[src/rtl/serv_rf_arb.sv]
// Round-robin arbiter sharing one register-file RAM among N_HARTS cores; grant registered, one cycle after request.
// Define SERV_RF_ARB_WDOG_EN to bound each burst to MAX_BURST grant cycles with an o_wdog expiry pulse.
module serv_rf_arb #(
  parameter int N_HARTS   = 2,
  parameter int RF_WIDTH  = 2,
  parameter int RF_L2D    = 10,
  parameter int MAX_BURST = 64
) (
  input  logic                         clk,
  input  logic                         i_rst,
  input  logic [N_HARTS-1:0]           i_req,
  output logic [N_HARTS-1:0]           o_gnt,
  input  logic [N_HARTS-1:0]           i_ren,
  input  logic [N_HARTS-1:0]           i_wen,
  input  logic [N_HARTS*RF_L2D-1:0]    i_raddr,
  input  logic [N_HARTS*RF_L2D-1:0]    i_waddr,
  input  logic [N_HARTS*RF_WIDTH-1:0]  i_wdata,
  output logic                         o_ren,
  output logic                         o_wen,
  output logic [RF_L2D-1:0]            o_raddr,
  output logic [RF_L2D-1:0]            o_waddr,
  output logic [RF_WIDTH-1:0]          o_wdata,
  input  logic [RF_WIDTH-1:0]          i_rdata,
  output logic [RF_WIDTH-1:0]          o_rdata,
  output logic [N_HARTS-1:0]           o_rvalid
`ifdef SERV_RF_ARB_WDOG_EN
  ,
  output logic                         o_wdog
`endif
);

  localparam int IW = $clog2(N_HARTS);

  typedef enum logic {IDLE, GRANT} state_t;

  state_t              state, state_nxt;
  logic [IW-1:0]       ptr, ptr_nxt;
  logic [IW-1:0]       gidx, gidx_nxt;
  logic [N_HARTS-1:0]  gnt_nxt;
  logic [N_HARTS-1:0]  elig;
  logic [IW-1:0]       sel;
  logic                found;
  logic                active;
  int                  rr_pos;
  logic [IW-1:0]       rr_cand;

`ifdef SERV_RF_ARB_WDOG_EN
  localparam int CW = $clog2(MAX_BURST + 1);

  logic [CW-1:0]       cnt, cnt_nxt;
  logic [N_HARTS-1:0]  blocked;
  logic                expire;

  // A hart cut off by the watchdog stays out of arbitration until it drops its request.
  assign elig = i_req & ~blocked;
`else
  assign elig = i_req;
`endif

  always_comb begin
    found   = 1'b0;
    sel     = '0;
    rr_pos  = 0;
    rr_cand = '0;
    for (int i = 0; i < N_HARTS; i++) begin
      rr_pos = int'(ptr) + i;
      if (rr_pos >= N_HARTS) rr_pos = rr_pos - N_HARTS;
      rr_cand = IW'(rr_pos);
      if (!found && elig[rr_cand]) begin
        found = 1'b1;
        sel   = rr_cand;
      end
    end
  end

  always_ff @(posedge clk) begin
    if (i_rst) begin
      state    <= IDLE;
      o_gnt    <= '0;
      gidx     <= '0;
      ptr      <= '0;
      o_rvalid <= '0;
`ifdef SERV_RF_ARB_WDOG_EN
      cnt      <= '0;
      blocked  <= '0;
      o_wdog   <= 1'b0;
`endif
    end else begin
      state    <= state_nxt;
      o_gnt    <= gnt_nxt;
      gidx     <= gidx_nxt;
      ptr      <= ptr_nxt;
      o_rvalid <= {N_HARTS{o_ren}} & o_gnt;
`ifdef SERV_RF_ARB_WDOG_EN
      cnt      <= cnt_nxt;
      blocked  <= (blocked & i_req) | (expire ? o_gnt : '0);
      o_wdog   <= expire;
`endif
    end
  end

  always_comb begin
    state_nxt = state;
    gnt_nxt   = o_gnt;
    gidx_nxt  = gidx;
    ptr_nxt   = ptr;
`ifdef SERV_RF_ARB_WDOG_EN
    cnt_nxt   = cnt;
    expire    = 1'b0;
`endif
    case (state)
      IDLE: begin
        if (found) begin
          state_nxt    = GRANT;
          gnt_nxt      = '0;
          gnt_nxt[sel] = 1'b1;
          gidx_nxt     = sel;
          ptr_nxt      = (sel == IW'(N_HARTS - 1)) ? '0 : sel + 1'b1;
`ifdef SERV_RF_ARB_WDOG_EN
          cnt_nxt      = CW'(1);
`endif
        end
      end
      GRANT: begin
        if (!i_req[gidx]) begin
          state_nxt = IDLE;
          gnt_nxt   = '0;
`ifdef SERV_RF_ARB_WDOG_EN
          cnt_nxt   = '0;
        end else if (cnt == CW'(MAX_BURST)) begin
          state_nxt = IDLE;
          gnt_nxt   = '0;
          cnt_nxt   = '0;
          expire    = 1'b1;
        end else begin
          cnt_nxt   = cnt + 1'b1;
`endif
        end
      end
      default: begin
        state_nxt = IDLE;
        gnt_nxt   = '0;
      end
    endcase
  end

  // Enables are gated so a non-granted hart or a reset cycle can never touch the RAM.
  always_comb begin
    active  = (|o_gnt) && !i_rst;
    o_ren   = active && i_ren[gidx];
    o_wen   = active && i_wen[gidx];
    o_raddr = i_raddr[int'(gidx)*RF_L2D +: RF_L2D];
    o_waddr = i_waddr[int'(gidx)*RF_L2D +: RF_L2D];
    o_wdata = i_wdata[int'(gidx)*RF_WIDTH +: RF_WIDTH];
  end

  assign o_rdata = i_rdata;

endmodule

[config.mk]
export PLATFORM = sky130hd
export DESIGN_NAME = serv_rf_arb
export DESIGN_NICKNAME = d
export VERILOG_FILES = /design/src/rtl/serv_rf_arb.sv
export SDC_FILE = /design/constraint.sdc
export NUM_CORES = 1
export LEC_CHECK = 0
export BUFFER_PORTS_ARGS = -buffer_cell sky130_fd_sc_hd__buf_2
export CAP_MARGIN = 5
export CORE_MARGIN = 5
export CORE_UTILIZATION = 25
export CTS_BUF_LIST = sky130_fd_sc_hd__clkbuf_16
export CTS_CLUSTER_DIAMETER = 200
export CTS_CLUSTER_SIZE = 28
export DETAILED_ROUTE_END_ITERATION = 10
export GPL_TIMING_DRIVEN = 0
export PLACE_DENSITY = 0.7
export SLEW_MARGIN = 20
export SYNTH_ARGS = -nofsm -noshare
export SYNTH_HDL_FRONTEND = slang
export SYNTH_SLANG_ARGS = --single-unit
[constraint.sdc]
create_clock -name clk -period 1.2 [get_ports clk]
set_clock_uncertainty 0.2 [all_clocks]
set_input_delay 0.06 -clock clk [delete_from_list [all_inputs] [get_ports clk]]
set_output_delay 0.06 -clock clk [all_outputs]
set_load 0.05 [all_outputs]
# Word level (Yosys, flattened, before mapping)
# Index checks and enable logic that the tools add are counted.
# Widths: inputs -> output; s select.
[totals]
register_bits = 7
elab_cells = 59
memories = 0
mem_bits_ro = 0
ramBits = 0
out_inout_bits = 30
latch_bits = 0
[classes]
eq_ne = 2
n_div = 0
shifts = 3
addsub = 4
magnitude_cmp = 7
bitwise_logic = 2
n_mux = 25
n_mul = 1
reduce_logical = 10
[op_table]
columns = ["operator", "count"]
rows = [
  ["$shiftx 20x32->10", 1],
  ["$mux 1", 20],
  ["$shiftx 20x6->10", 1],
  ["$lt 1x2->1 const B", 4],
  ["$logic_and 1x1->1", 5],
  ["$mul 1x3->4 const B", 1],
  ["$mux 2", 2],
  ["$ne 2x2->1 const B", 2],
  ["$pmux 2 s2", 1],
  ["$reduce_and 2->1", 2],
  ["$shiftx 4x3->2", 1],
  ["$add 1x1->2 const B", 1],
  ["$and 2x2->2", 1],
  ["$ge 1x2->1 const B", 1],
  ["$ge 2x2->1 const B", 1],
  ["$logic_not 1->1", 2],
  ["$pmux 1 s2", 1],
  ["$reduce_or 2->1", 1],
  ["$sub 1x1->1 const B", 2],
  ["$add 1x1->1 const B", 1],
  ["$demux 1 s1", 1],
  ["$ge 1x1->1 const B", 1],
  ["$not 1->1", 1],
]

# Longest topological paths before layout
[depth]
ltp_word = 14
depth_mapped = 4
depth_no_buf = 3

# Worst setup path before layout
# OpenSTA, ideal clock, no wires.
[synth_timing]
path_type = "flip-flop to output port"
from = "reg o_gnt[0]"
to = "out o_wen"
path_stages_with_launch = 3
arrival_ns = 1.470
setup_slack_ns = -0.530
n_path_buf = 0
cell_sequence = "dfxtp_1 > o21bai_1 > nor2_1"
[synth_between]
elab_chain_len = 3
[synth_lines]
columns = ["item", "line", "source"]
rows = [
  ["start: declaration", "12", "output logic [N_HARTS-1:0] o_gnt,"],
  ["start signal: assignment", "90", "o_gnt <= gnt_nxt;"],
  ["$reduce_or 2->1", "149", "active = (|o_gnt) && !i_rst;"],
  ["$logic_and 1x1->1", "149", ""],
  ["$logic_and 1x1->1", "151", "o_wen = active && i_wen[gidx];"],
  ["end: declaration", "19", "output logic o_wen,"],
]
# No other way between the ends.

# Worst setup path in the final report
[layout_timing]
from = "reg gidx"
to = "out o_waddr[9]"
[layout_between]
elab_chain_len = 2
[layout_lines]
columns = ["item", "line", "source"]
rows = [
  ["start: declaration", "38", "logic [IW-1:0] gidx, gidx_nxt;"],
  ["start signal: assignment", "91", "gidx <= gidx_nxt;"],
  ["$mul 1x3->4", "153", "o_waddr = i_waddr[int'(gidx)*RF_L2D +: RF_L2D];"],
  ["$shiftx 20x6->10", "153", ""],
  ["end: declaration", "21", "output logic [RF_L2D-1:0] o_waddr,"],
]
# No other way between the ends.

==> metrics.txt <==
fin nets 216; number of I/O pins 84; CTS buffer count 3; starting density of the core 25.6%; detailed-route via count 896; first-pass GRT wire length 4.43 mm; drc violations 0; initial antenna violation count 0; violated checks negative setup slack; Cell variety after synth 23; Rows 18; WS Path Type reg -> out; final setup violation count 29; GPL Wtd Cong 0.700; DIE HEIGHT 59.9 um; met3 usage 4.75%; Worst-Margin Slew 0.408 ns; Die Area 0.00359 mm^2; Finished Cell Area 0.00164 mm^2; post-route antenna net violation count 0; Yosys top cell area share 41.6%; syn avg cell area 10.0 um^2; sequential fraction of the synthesis area 22.5%; CTS Sinks 7; Critical Path RT 0.94 ns; die width 59.9 um; Post-Route WL 3.57 mm; Final Hold Slack 0.00302 ns; I/O Buffers 81; CTS Buffer Depth 2; Worst-Skew Late Latency 0.23 ns; Synth Instances 62; pin count of the biggest net entering global routing 11; outcome finished, violations left; H-tree depth 1; GRT overflow 0; drt first pass iters 4; routed vias/inst 4.69; Max-Cap Viols 0; synthesized area 623 um^2; final hold violation count 0; Slew Limit Headroom 72.7%; Slew Viols, Final 0; Tot Pwr 1740 uW; arrival time at the worst endpoint 1.32 ns; RSZ-0062 raised after global routing yes; clock root buffer clkbuf_16; M2 GR Usage 33.6%; final worst-path cycle share 132%; worst-path fanout max 10; flop-to-flop setup slack -0.24 ns; Wirelength per Cell 18.7 um; post-synth net total 116; drt initial violations 31; area grow syn2layout 163%; Post-DP HPWL 2.12 mm; most used routing layer met2; total track usage 16.5%; Crit. End Element primary output; Worst Hold Class in -> reg; Final WS setup -0.383 ns; vias in the first global route 898; YS warnings 0; Worst-path clk slew 0.04 ns; Synth Register Bits 7; Worst Setup Start Kind flip-flop; Pleak 0.000834 uW; P per Cell Area 1060 mW/mm^2; layout cell share with drive strength beyond 1 86.3%; CTS tree built; Peak supply drop 0.810 mV; cell taking the most area after synthesis mux2_2; # diodes 0; final worst path period need 1.58 ns; Fmax 632 MHz; placed inst area 0.00116 mm^2; met1 Track Usage GR 15.5%; top cells by area, synth mux2_2 42%, dfxtp_1 22%, buf_6 5.4%; core area 0.00243 mm^2
## through the flow
step	TNS [ns]	std cells	util (%)	setup WS, ns
CTS	-9.11	188	64.6	-0.364
global route	-10.84	191	67.4	-0.418
global placement	-4.26	173	47.9	-0.223
finish	-9.65	191	67.4	-0.383
detailed placement	-4.81	173	47.9	-0.253
floorplan	-0.798	62	-	-0.0647
## cells in the mapped netlist
| cell type | n |
|---|---|
| nand2b_4 | 1 |
| nand2_1 | 2 |
| nor3_1 | 1 |
| a31oi_1 | 1 |
| nand3_1 | 1 |
| nor2_1 | 6 |
| mux2_4 | 1 |
| dfxtp_1 | 7 |
| mux2i_1 | 2 |
| mux2_2 | 23 |
| a21oi_1 | 1 |
| a211oi_2 | 1 |
| o21ai_0 | 1 |
| nand2b_1 | 1 |
| a21oi_2 | 1 |
| a211o_1 | 1 |
| inv_1 | 2 |
| buf_6 | 3 |
| o21ai_1 | 1 |
| buf_4 | 2 |
| nor3b_1 | 1 |
| o21bai_1 | 1 |
| nor2b_1 | 1 |
## where the power goes
| part | leakage (uW) | switching (uW) | internal [uW] |
|---|---|---|---|
| logic | 0.000732 | 483 | 429 |
| clock network | 0.0000423 | 132 | 434 |
| registers | 0.0000595 | 15.4 | 249 |
| total | 0.000834 | 630 | 1110 |
## cells by family (layout without fill, tap and decap cells)
logic type / after synthesis / in the layout / share of synthesized area (%)
multiplexers: 26 / 26 / 47.2
AND/OR/NAND/NOR: 14 / 14 / 11.8
AO/OA/AOI/OAI: 8 / 8 / 9.44
flip-flops: 7 / 7 / 22.5
buffers and inverters: 7 / 106 / 9.04
## routing by layer
metal  vias to the layer above  share of wire (%)
li1                        418                  -
met1                       415                 32
met2                        57                 56
met3                         6                9.8
met4                         0                1.8
met5                         -                  0
## cell usage in the layout, fill, tap and decap left out, drive strengths merged, types with 2 or more instances in the layout
master,instances
a21oi,2
buf,95
clkbuf,5
dfxtp,7
dlygate4sd3,3
inv,3
mux2,24
mux2i,2
nand2,2
nand2b,2
nor2,6
o21ai,2
## sequential cells by signal, summed over array words and instances (netlist names)
name	count
gidx	1
o_rvalid	2
ptr	1
o_gnt	2
state	1
## cell type report
cell class,instances,area (um^2)
inverters,2,7.51
multi-input cells,48,562
flip-flops and latches,7,150
well taps,30,37.5
plain buffers,5,70.1
clock buffers,3,75.1
clock inverters,1,3.75
repair buffers,95,733
fillers,175,793
## final timing paths
kind,startpoint,to,depth (start not counted)
hold reg to reg,o_gnt[0],o_rvalid[0],2
hold / removal,i_req[0],gidx,4
setup reg to reg,gidx,o_gnt[0],5
setup / recovery,gidx,o_waddr[9],4
## what timing repair did
action                                  4_1_cts  5_1_grt
gates cloned                                  0        2
resized for setup                            69        4
endpoints found under the setup margin       29       31
pin swaps                                     2        1
hold buffers                                  3        0
hold endpoints to repair                      6        0
setup buffers                                 8        1
## worst max-delay path, stage by stage, from the launching register on
cell       delay, ns
dfxtp_2         0.32
buf_8           0.15
clkbuf_16       0.16
mux2_4          0.30
buf_6           0.15
(Power assumes the default switching activity.)
